<file path="config.mk">
export PLATFORM = sky130hd
export DESIGN_NAME = muldiv_unit
export DESIGN_NICKNAME = d
export VERILOG_FILES = /design/src/rtl/muldiv_pkg.sv /design/src/rtl/muldiv_sign_fix.sv /design/src/rtl/muldiv_unit.sv
export SDC_FILE = /design/constraint.sdc
export NUM_CORES = 1
export LEC_CHECK = 0
export BUFFER_PORTS_ARGS = -buffer_cell sky130_fd_sc_hd__buf_4
export CAP_MARGIN = 25
export CORE_ASPECT_RATIO = 1.75
export CORE_UTILIZATION = 40
export CTS_CLUSTER_DIAMETER = 80
export DETAILED_ROUTE_END_ITERATION = 10
export MAX_ROUTING_LAYER = met4
export PLACE_DENSITY = 0.62
export SLEW_MARGIN = 15
export SYNTH_ARGS = -nofsm -noshare
export SYNTH_HDL_FRONTEND = slang
export SYNTH_SLANG_ARGS = --single-unit
</file>
<file path="constraint.sdc">
create_clock -name clk -period 7.8 [get_ports clk]
set_clock_uncertainty 0.05 [all_clocks]
set_input_delay 0.78 -clock clk [delete_from_list [all_inputs] [get_ports clk]]
set_output_delay 0.78 -clock clk [all_outputs]
set_load 0.005 [all_outputs]
</file>
<file path="src/rtl/muldiv_pkg.sv">
// Shared constants, op encodings and FSM state type for the RV32M multiply/divide unit.
package muldiv_pkg;

  localparam int unsigned XLEN_DEFAULT      = 32;
  localparam int unsigned REG_IDX_W_DEFAULT = 5;

  localparam logic [2:0] F3_MUL    = 3'b000;
  localparam logic [2:0] F3_MULH   = 3'b001;
  localparam logic [2:0] F3_MULHSU = 3'b010;
  localparam logic [2:0] F3_MULHU  = 3'b011;
  localparam logic [2:0] F3_DIV    = 3'b100;
  localparam logic [2:0] F3_DIVU   = 3'b101;
  localparam logic [2:0] F3_REM    = 3'b110;
  localparam logic [2:0] F3_REMU   = 3'b111;

  localparam logic [XLEN_DEFAULT-1:0] DIV_BY_ZERO_Q = '1;

  typedef enum logic [1:0] {
    ST_IDLE = 2'd0,
    ST_CALC = 2'd1,
    ST_DONE = 2'd2
  } state_e;

  function automatic logic op_is_div(input logic [2:0] f);
    return f[2];
  endfunction

  function automatic logic op_signed_a(input logic [2:0] f);
    return (f == F3_MULH) || (f == F3_MULHSU) || (f == F3_DIV) || (f == F3_REM);
  endfunction

  function automatic logic op_signed_b(input logic [2:0] f);
    return (f == F3_MULH) || (f == F3_DIV) || (f == F3_REM);
  endfunction

endpackage

</file>
<file path="src/rtl/muldiv_sign_fix.sv">
// Lane-wise conditional two's-complement negate: magnitude extraction on the way in,
// sign correction on the way out.
module muldiv_sign_fix #(
  parameter int unsigned W = 32,
  parameter int unsigned N = 1
) (
  input  logic [N-1:0][W-1:0] val,
  input  logic [N-1:0]        neg,
  output logic [N-1:0][W-1:0] res
);

  always_comb begin
    res = '0;
    for (int i = 0; i < int'(N); i++) begin
      res[i] = neg[i] ? (~val[i] + W'(1)) : val[i];
    end
  end

endmodule

</file>
<file path="src/rtl/muldiv_unit.sv">
// Iterative RV32M multiply/divide unit feeding the register-file write port.
// Optional macro MULDIV_FAST_MUL_EN: single-cycle combinational multiplies.
module muldiv_unit
  import muldiv_pkg::*;
#(
  parameter int unsigned XLEN      = XLEN_DEFAULT,
  parameter int unsigned REG_IDX_W = REG_IDX_W_DEFAULT
) (
  input  logic                 clk,
  input  logic                 rst,
  input  logic                 start,
  input  logic [2:0]           funct3,
  input  logic [XLEN-1:0]      op_a,
  input  logic [XLEN-1:0]      op_b,
  input  logic [REG_IDX_W-1:0] rd_idx,
  output logic                 busy,
  output logic                 done,
  output logic [XLEN-1:0]      result,
  output logic [REG_IDX_W-1:0] wr_idx,
  output logic                 wr_en
);

  localparam int unsigned CNT_W = $clog2(XLEN);
  localparam int unsigned PW    = 2 * XLEN;
  localparam logic [XLEN-1:0]  INT_MIN  = {1'b1, {(XLEN-1){1'b0}}};
  localparam logic [CNT_W-1:0] CNT_LAST = CNT_W'(XLEN - 1);

  state_e               state, state_nxt;
  logic [2:0]           op_q, op_nxt;
  logic                 neg_q, neg_nxt;
  logic [CNT_W-1:0]     cnt_q, cnt_nxt;
  logic [XLEN-1:0]      acc_q, acc_nxt;
  logic [XLEN-1:0]      lo_q, lo_nxt;
  logic [XLEN-1:0]      opnd_q, opnd_nxt;
  logic                 busy_nxt, done_nxt, wr_en_nxt;
  logic [XLEN-1:0]      result_nxt;
  logic [REG_IDX_W-1:0] wr_idx_nxt;

  logic                 neg_a_in, neg_b_in, neg_res_in;
  logic [1:0][XLEN-1:0] mag_in;
  logic                 div_zero, div_ovf, special, fast_mul;
  logic [XLEN-1:0]      special_res;
  logic [XLEN:0]        mul_sum, div_shift, div_diff;
  logic                 div_ge;
  logic [XLEN-1:0]      acc_step, lo_step;
  logic [PW-1:0]        raw_iter, fix_raw, fix_res;
  logic                 fix_neg;
  logic [2:0]           fix_op;
  logic [XLEN-1:0]      fix_sel;

  // Operand conditioning: magnitudes plus the sign the final result must carry
  assign neg_a_in   = op_signed_a(funct3) & op_a[XLEN-1];
  assign neg_b_in   = op_signed_b(funct3) & op_b[XLEN-1];
  assign neg_res_in = (funct3 == F3_REM) ? neg_a_in : (neg_a_in ^ neg_b_in);

  muldiv_sign_fix #(.W(XLEN), .N(2)) u_in_fix (
    .val ({op_a, op_b}),
    .neg ({neg_a_in, neg_b_in}),
    .res (mag_in)
  );

  assign div_zero    = op_is_div(funct3) && (op_b == '0);
  assign div_ovf     = ((funct3 == F3_DIV) || (funct3 == F3_REM)) && (op_a == INT_MIN) && (op_b == '1);
  assign special     = div_zero || div_ovf;
  assign special_res = div_zero ? (funct3[1] ? op_a : XLEN'(DIV_BY_ZERO_Q))
                                : (funct3[1] ? '0 : INT_MIN);

  // One iteration: shift-add for multiply, restoring subtract for divide
  assign mul_sum   = {1'b0, acc_q} + (lo_q[0] ? {1'b0, opnd_q} : '0);
  assign div_shift = {acc_q, lo_q[XLEN-1]};
  assign div_diff  = div_shift - {1'b0, opnd_q};
  assign div_ge    = ~div_diff[XLEN];
  assign acc_step  = op_q[2] ? (div_ge ? div_diff[XLEN-1:0] : div_shift[XLEN-1:0]) : mul_sum[XLEN:1];
  assign lo_step   = op_q[2] ? {lo_q[XLEN-2:0], div_ge} : {mul_sum[0], lo_q[XLEN-1:1]};
  assign raw_iter  = op_q[2] ? {{XLEN{1'b0}}, (op_q[1] ? acc_step : lo_step)} : {acc_step, lo_step};

`ifdef MULDIV_FAST_MUL_EN
  logic [PW-1:0] fast_prod;
  assign fast_prod = {{XLEN{1'b0}}, mag_in[1]} * {{XLEN{1'b0}}, mag_in[0]};
  assign fast_mul  = ~funct3[2];
  assign fix_raw   = (state == ST_CALC) ? raw_iter : fast_prod;
  assign fix_neg   = (state == ST_CALC) ? neg_q : neg_res_in;
  assign fix_op    = (state == ST_CALC) ? op_q : funct3;
`else
  assign fast_mul  = 1'b0;
  assign fix_raw   = raw_iter;
  assign fix_neg   = neg_q;
  assign fix_op    = op_q;
`endif

  muldiv_sign_fix #(.W(PW), .N(1)) u_out_fix (
    .val (fix_raw),
    .neg (fix_neg),
    .res (fix_res)
  );

  // High-half ops take the upper word of the corrected product
  assign fix_sel = (!fix_op[2] && (fix_op != F3_MUL)) ? fix_res[PW-1:XLEN] : fix_res[XLEN-1:0];

  always_ff @(posedge clk) begin
    if (rst) state <= ST_IDLE;
    else     state <= state_nxt;
  end

  always_comb begin
    state_nxt  = state;
    op_nxt     = op_q;
    neg_nxt    = neg_q;
    cnt_nxt    = cnt_q;
    acc_nxt    = acc_q;
    lo_nxt     = lo_q;
    opnd_nxt   = opnd_q;
    result_nxt = result;
    wr_idx_nxt = wr_idx;
    unique case (state)
      ST_IDLE, ST_DONE: begin
        state_nxt = ST_IDLE;
        if (start) begin
          op_nxt     = funct3;
          neg_nxt    = neg_res_in;
          cnt_nxt    = '0;
          acc_nxt    = '0;
          lo_nxt     = mag_in[1];
          opnd_nxt   = mag_in[0];
          wr_idx_nxt = rd_idx;
          if (special) begin
            state_nxt  = ST_DONE;
            result_nxt = special_res;
          end else if (fast_mul) begin
            state_nxt  = ST_DONE;
            result_nxt = fix_sel;
          end else begin
            state_nxt  = ST_CALC;
          end
        end
      end
      ST_CALC: begin
        cnt_nxt = cnt_q + CNT_W'(1);
        acc_nxt = acc_step;
        lo_nxt  = lo_step;
        if (cnt_q == CNT_LAST) begin
          state_nxt  = ST_DONE;
          result_nxt = fix_sel;
        end
      end
      default: state_nxt = ST_IDLE;
    endcase
    busy_nxt  = (state_nxt == ST_CALC);
    done_nxt  = (state_nxt == ST_DONE);
    wr_en_nxt = done_nxt && (wr_idx_nxt != '0);
  end

  always_ff @(posedge clk) begin
    if (rst) begin
      op_q   <= '0;
      neg_q  <= 1'b0;
      cnt_q  <= '0;
      acc_q  <= '0;
      lo_q   <= '0;
      opnd_q <= '0;
      busy   <= 1'b0;
      done   <= 1'b0;
      result <= '0;
      wr_idx <= '0;
      wr_en  <= 1'b0;
    end else begin
      op_q   <= op_nxt;
      neg_q  <= neg_nxt;
      cnt_q  <= cnt_nxt;
      acc_q  <= acc_nxt;
      lo_q   <= lo_nxt;
      opnd_q <= opnd_nxt;
      busy   <= busy_nxt;
      done   <= done_nxt;
      result <= result_nxt;
      wr_idx <= wr_idx_nxt;
      wr_en  <= wr_en_nxt;
    end
  end

endmodule

</file>
# Yosys cells after proc, flatten, opt, wreduce, memory -nomap -nowiden
# Index checks and enable logic that the tools add are counted.
# classes
addsub,6
reduce_logical,22
eq_ne,14
bitwise_logic,7
mux,30
# ops
op,n
32-bit 2-to-1 mux,16
32-bit case mux with 2 select lines,3
64-bit 2-to-1 mux,2
32-bit by 1-bit adder with 32-bit output (second input constant),2
64-bit by 1-bit adder with 64-bit output (second input constant),1
32-bit equality test (second input constant),2
32-bit NOT,2
64-bit NOT,1
32-bit by 32-bit adder with 33-bit output,1
33-bit by 32-bit subtractor with 33-bit output,1
32-bit zero test,1
5-bit 2-to-1 mux,3
5-bit case mux with 2 select lines,1
1-bit logical OR,7
3-bit equality test (second input constant),2
2-bit 2-to-1 mux,3
2-bit != test (second input constant),3
5-bit by 1-bit adder with 5-bit output (second input constant),1
5-bit equality test (second input constant),1
1-bit logical AND,5
5-bit nonzero test,1
2-bit by 1-bit equality test with 1-bit output (second input constant),2
2-bit equality test (second input constant),2
2-bit case mux with 2 select lines,1
13 further kinds,15
# word_totals
input_bits,75
reg_bits,147
wordCells,91

# Depth between registers and ports, before layout
# logic_depth
word_depth,11
ltp_mapped,20

# Hierarchy
# A second synthesis with hierarchy kept.
# unflattened
cells_unflattened,1962
area_unflattened_um2,14635.3
# by_module_without_submodules
mod,area_each_um2,instances,seq_area_each_um2,cells_each
muldiv_unit,11533.6,1,2942.8,1567
muldiv_sign_fix (u_out_fix),1649.1,1,0.0,206
muldiv_sign_fix (u_in_fix),1452.6,1,0.0,189

# Least setup slack after synthesis
# Ideal clock, no wire load.
# synth_timing
kind,register -> register
startpoint,reg lo_q[0]
endpoint,reg result[23]
path_slack_ns,3.348
n_path_buf,1
t_arrival_ns,4.311
required_time_ns,7.659
setup_time_ns,0.091
path_stages_with_launch,16
path_cell_list,dfxtp_1 > clkbuf_1 > and2_1 > ha_1 > fa_1 > a21o_1 > a221o_1 > o31a_1 > a311oi_1 > a31oi_1 > or4b_2 > nand3b_1 > nor3_2 > nand3b_1 > mux2i_1 > a311oi_1
# synth_between
elab_chain_cells,11
word_cells_on_any_way,12
classes_between,add/sub: 2; mux: 9; bitwise: 1
# synth_lines
item,line,source
from (decl),muldiv_unit.sv:33,"logic [XLEN-1:0] lo_q, lo_nxt;"
from (signal assigned),muldiv_unit.sv:171,lo_q <= lo_nxt;
32-bit 2-to-1 mux,muldiv_unit.sv:69,"assign mul_sum = {1'b0, acc_q} + (lo_q[0] ? {1'b0, opnd_q} : '0);"
32-bit by 32-bit adder with 33-bit output,muldiv_unit.sv:69,
"32-bit 2-to-1 mux, on equally long branches","muldiv_unit.sv:73, muldiv_unit.sv:74",
32-bit 2-to-1 mux,muldiv_unit.sv:75,"assign raw_iter = op_q[2] ? {{XLEN{1'b0}}, (op_q[1] ? acc_step : lo_step)} : {acc_step, lo_step};"
64-bit 2-to-1 mux (*),muldiv_unit.sv:75,
64-bit NOT,muldiv_sign_fix.sv:15,res[i] = neg[i] ? (~val[i] + W'(1)) : val[i];
64-bit by 1-bit adder with 64-bit output,muldiv_sign_fix.sv:15,
64-bit 2-to-1 mux (*),muldiv_sign_fix.sv:15,
32-bit 2-to-1 mux (*),muldiv_unit.sv:98,assign fix_sel = (!fix_op[2] && (fix_op != F3_MUL)) ? fix_res[PW-1:XLEN] : fix_res[XLEN-1:0];
32-bit 2-to-1 mux (*),muldiv_unit.sv:141,if (cnt_q == CNT_LAST) begin
32-bit case mux with 2 select lines (*),muldiv_unit.sv:115,unique case (state)
to (signal assigned),muldiv_unit.sv:175,result <= result_nxt;
to (decl),muldiv_unit.sv:18,"output logic [XLEN-1:0] result,"
# Mark *: on every way between the ends. The rest lies on a longest branch, timed or not. The select of a mux whose other input is x is not followed.
# A chain may end at the register's enable or synchronous reset.

# Worst setup path after layout
# layout_timing
startpoint,reg lo_q[31]
endpoint,reg result[27]
# layout_between
elab_chain_cells,11
word_cells_on_any_way,13
classes_between,add/sub: 2; mux: 9; bitwise: 2
# layout_lines
item,line,source
33-bit by 32-bit subtractor with 33-bit output,muldiv_unit.sv:71,"assign div_diff = div_shift - {1'b0, opnd_q};"
32-bit 2-to-1 mux or 1-bit NOT (tied branches),"muldiv_unit.sv:73, muldiv_unit.sv:72",
"32-bit 2-to-1 mux, on equally long branches","muldiv_unit.sv:73, muldiv_unit.sv:74",
32-bit 2-to-1 mux,muldiv_unit.sv:75,
64-bit 2-to-1 mux (*),muldiv_unit.sv:75,
64-bit NOT,muldiv_sign_fix.sv:15,
64-bit by 1-bit adder with 64-bit output,muldiv_sign_fix.sv:15,
64-bit 2-to-1 mux (*),muldiv_sign_fix.sv:15,
32-bit 2-to-1 mux (*),muldiv_unit.sv:98,
32-bit 2-to-1 mux (*),muldiv_unit.sv:141,
32-bit case mux with 2 select lines (*),muldiv_unit.sv:115,
# Marks and branches as above.

==> flow_summary.toml <==
[run_status]
status = "finished, final reports clean"

[finish]
layout_common_cells = "257 x nor2_1, 254 x nand2_1, 227 x a21oi_1, 148 x o21ai_0, 146 x buf_4"
fin_area_sq_um = 17100
antenna_cells = 0
layout-drive-gt1-share_pct = 11.3
final_common_cell = "nor2_1"
finalNetCount = 2386
area_growth_pct = 11.7

[logic_synthesis]
synth_area_sq_um = 15300
synth.yosys.seq_area_share_pct = 19.2
synthFlopType = "dfxtp_1"
synthCells = 2211
ys_types = 96
ys_async_sr_fraction_pct = 0
synth_edf_count = 0
ys_seq_elements = 147
syn-num-nets = 2358
avgSynthCellArea_sq_um = 6.93
ys_warn_count = 0

[grt]
grt_pass1_wl_mm = 106
groute.usage.overall_pct = 37.8
grt_max_degree = 77
grt.overflow.total = 0
grt.busiest_layer = "met2"
gr-usage-met2_pct = 64.3
gr-usage-met1_pct = 40.3
grt_pass1_vias = 16900
antenna_found_initial = 0
met3_usage_pct = 3.85

[job]
cap_viol_max_count = 0

[clocking]
post_cts_buffers = 0
clk_pin_slew_ns = 0.08
root_buffer = "clkbuf_16"
cts_tree = "yes"
cts_buffers = 17
cts_sinks = 147
htreeDepth = 4
cts-resized-gates = 0
ctsLongestPathBuffers = 2
hold_buffers = 0
clk_latency_ns = 0.47

[timing]
rsz0062_at_grt = "no"
max_freq_mhz = 161
hold_viol_final = 0
tightest_slew_ns = 1.06
finalCritPeriodShare_pct = 79.8
final_max_slew_viol_count = 0
setup_tns_ns = 0
slew_headroom_pct = 28.7
period_needed_ns = 6.22
finalSetupViolCount = 0

[placed_design]
io_buffers = 114
dpl_cell_area_sq_um = 16500
dp_hpwl_mm = 56.7
gp_congestion = 1.02

[critical_path]
endpoint_kind = "flip-flop"
r2r-start = "lo_q[31]$_SDFFE_PP0P_"
startpoint_type = "flip-flop"
rrSetupSlack_ns = 1.58
rr_endpoint = "result[27]$_SDFFE_PP0P_"
ff2ff_path_depth = 17
cp.required_ns = 8.11
worstSetupPathType = "flip-flop to flip-flop"
arrival_ns = 6.53
critical_path.max_fanout = 14

[power_and_ir_drop]
internal_power_w = 0.00160
vdd_drop_max_v = 0.000158
p_per_area_nw_per_um2 = 168
swShare_pct = 44.5
p_sw_w = 0.00128
power_frac_seq_pct = 29.3
p_leak_nw = 6.68
p_comb_share_pct = 40.9
clkPwrFrac_pct = 29.8

[detailed_routing]
ant_nets = 0
drtIter0Drc = 1320
finalWirelength_mm = 71.6
drtPass1Iterations = 6
vias_per_cell = 6.41
route.detailed.drc = 0
routedWlPerCell_microns = 26.2
vias = 17500

[floorplanning]
ios = 115
coreArea_sq_um = 37600
fp.dieW_microns = 150
die_y_microns = 261
die_area_sq_um = 39100
rows = 94
start_util_pct = 40.7

[min_path]
hold_end = "wr_idx[1]$_SDFF_PP0_"
holdCritStartpoint = "wr_idx[1]$_SDFF_PP0_"
holdPathStages = 2
min_path_type = "flip-flop to flip-flop"
## critical path, cell delays in order, from the launching register on
cell and delay, ns:
dfxtp_1 0.35, inv_1 0.07, ha_1 0.18, inv_1 0.06, fa_1 0.43, a211oi_1 0.34, o211ai_1 0.25, nand4_2 0.23
nand2_1 0.13, o31ai_1 0.41, xnor2_1 0.20, or2_2 0.32, o311ai_0 0.78, nand4bb_1 0.65, nor3b_4 0.87, nand4_1 0.23
a211o_1 0.34, a32o_1 0.21
## sequential cells by signal, summed over array words and instances, names as in the netlist
register	flops
wr_idx	5
cnt_q	5
lo_q	32
wr_en	1
fix_neg	1
done	1
acc_q	32
result	32
busy	1
opnd_q	32
state	2
fix_op	3
## cells by family after synthesis
kind of cell	count (synthesis)	share of synthesized area [%]
AO/OA/AOI/OAI	709	29.9
XOR/XNOR	125	7.14
adder cells (fa/ha/maj)	72	5.98
buffers and inverters	206	5.21
flip-flops	147	19.2
multiplexers	75	5.14
AND/OR/NAND/NOR	877	27.4
## Yosys cell counts, drive strengths merged, types with 5 or more instances
cell | count | area, sq um
nor2 | 259 | 972
nand2 | 254 | 953
a21oi | 229 | 1150
o21ai | 155 | 780
dfxtp | 147 | 2940
clkbuf | 115 | 432
nor3 | 76 | 390
ha | 70 | 876
inv | 68 | 255
xnor2 | 67 | 587
nand3 | 58 | 290
xor2 | 58 | 508
and2 | 50 | 313
a211oi | 46 | 345
mux2i | 46 | 460
nand4 | 38 | 259
a22oi | 32 | 240
a31oi | 31 | 194
mux2 | 29 | 327
or3 | 27 | 174
a21o | 26 | 195
buf | 22 | 108
o211ai | 20 | 150
o31ai | 20 | 150
nor4 | 19 | 119
a221oi | 18 | 181
a311oi | 18 | 158
and3 | 18 | 113
nand2b | 16 | 103
nor2b | 16 | 100
o21a | 12 | 90.1
a211o | 11 | 96.3
o41ai | 11 | 111
o311ai | 9 | 86.3
or2 | 9 | 56.3
nand3b | 8 | 60.1
a41oi | 6 | 52.6
nor3b | 6 | 67.6
o2111ai | 6 | 52.6
o21bai | 6 | 45.0
o22ai | 6 | 37.5
or4 | 6 | 45.0
a2111oi | 5 | 62.6
a21boi | 5 | 37.5
## stage by stage
step	worst slack [ns]	hold WS (ns)	total power [W]	instances	util, %
2_1_floorplan	3.35	0.398	0.00160	2211	-
3_3_place_gp	1.75	0.405	0.00200	2700	43.9
3_5_place_dp	1.68	0.409	0.00200	2700	43.9
4_1_cts	1.63	0.420	0.00285	2732	45.5
5_1_grt	1.28	0.450	0.00298	2732	45.5
6_report	1.58	0.417	0.00288	2732	45.5
## worst max-delay path by stage
| stage | startpoint | endpoint | cells past startpoint |
|---|---|---|---|
| 6_report | lo_q[31]$_SDFFE_PP0P_ | result[27]$_SDFFE_PP0P_ | 17 |
| 2_1_floorplan | lo_q[0]$_SDFFE_PP0P_ | result[23]$_SDFFE_PP0P_ | 15 |
| 3_5_place_dp | lo_q[31]$_SDFFE_PP0P_ | result[27]$_SDFFE_PP0P_ | 17 |
| 5_1_grt | lo_q[31]$_SDFFE_PP0P_ | result[27]$_SDFFE_PP0P_ | 17 |
| 4_1_cts | lo_q[31]$_SDFFE_PP0P_ | result[27]$_SDFFE_PP0P_ | 17 |
| 3_3_place_gp | lo_q[31]$_SDFFE_PP0P_ | result[27]$_SDFFE_PP0P_ | 17 |
## power groups by stage
stage / registers [W] / clock network, W / logic [W]
after floorplan: 0.000832 / 0 / 0.000763
after detailed placement: 0.000859 / 0 / 0.00114
final: 0.000843 / 0.000858 / 0.00118
after global placement: 0.000857 / 0 / 0.00114
after CTS: 0.000841 / 0.000862 / 0.00115
after global routing: 0.000846 / 0.000885 / 0.00125
## final cells by class
type / count / area [sq um]
clock buffers: 17 / 425
flip-flops and latches: 147 / 2950
fillers: 3989 / 20500
repair buffers: 146 / 1100
inverters: 69 / 259
multi-input cells: 1858 / 11600
well taps: 480 / 601
clock inverters: 15 / 150
## per-layer routing
| metal | up-vias | share of wire [%] | routed length (microns) |
|---|---|---|---|
| li1 | 8145 | - | - |
| met5 | - | 0 | 0 |
| met1 | 8352 | 37 | 26700 |
| met2 | 790 | 49 | 35400 |
| met4 | 0 | 8.2 | 5870 |
| met3 | 221 | 5.1 | 3660 |
No activity file was read; power rests on OpenSTA's default activity.
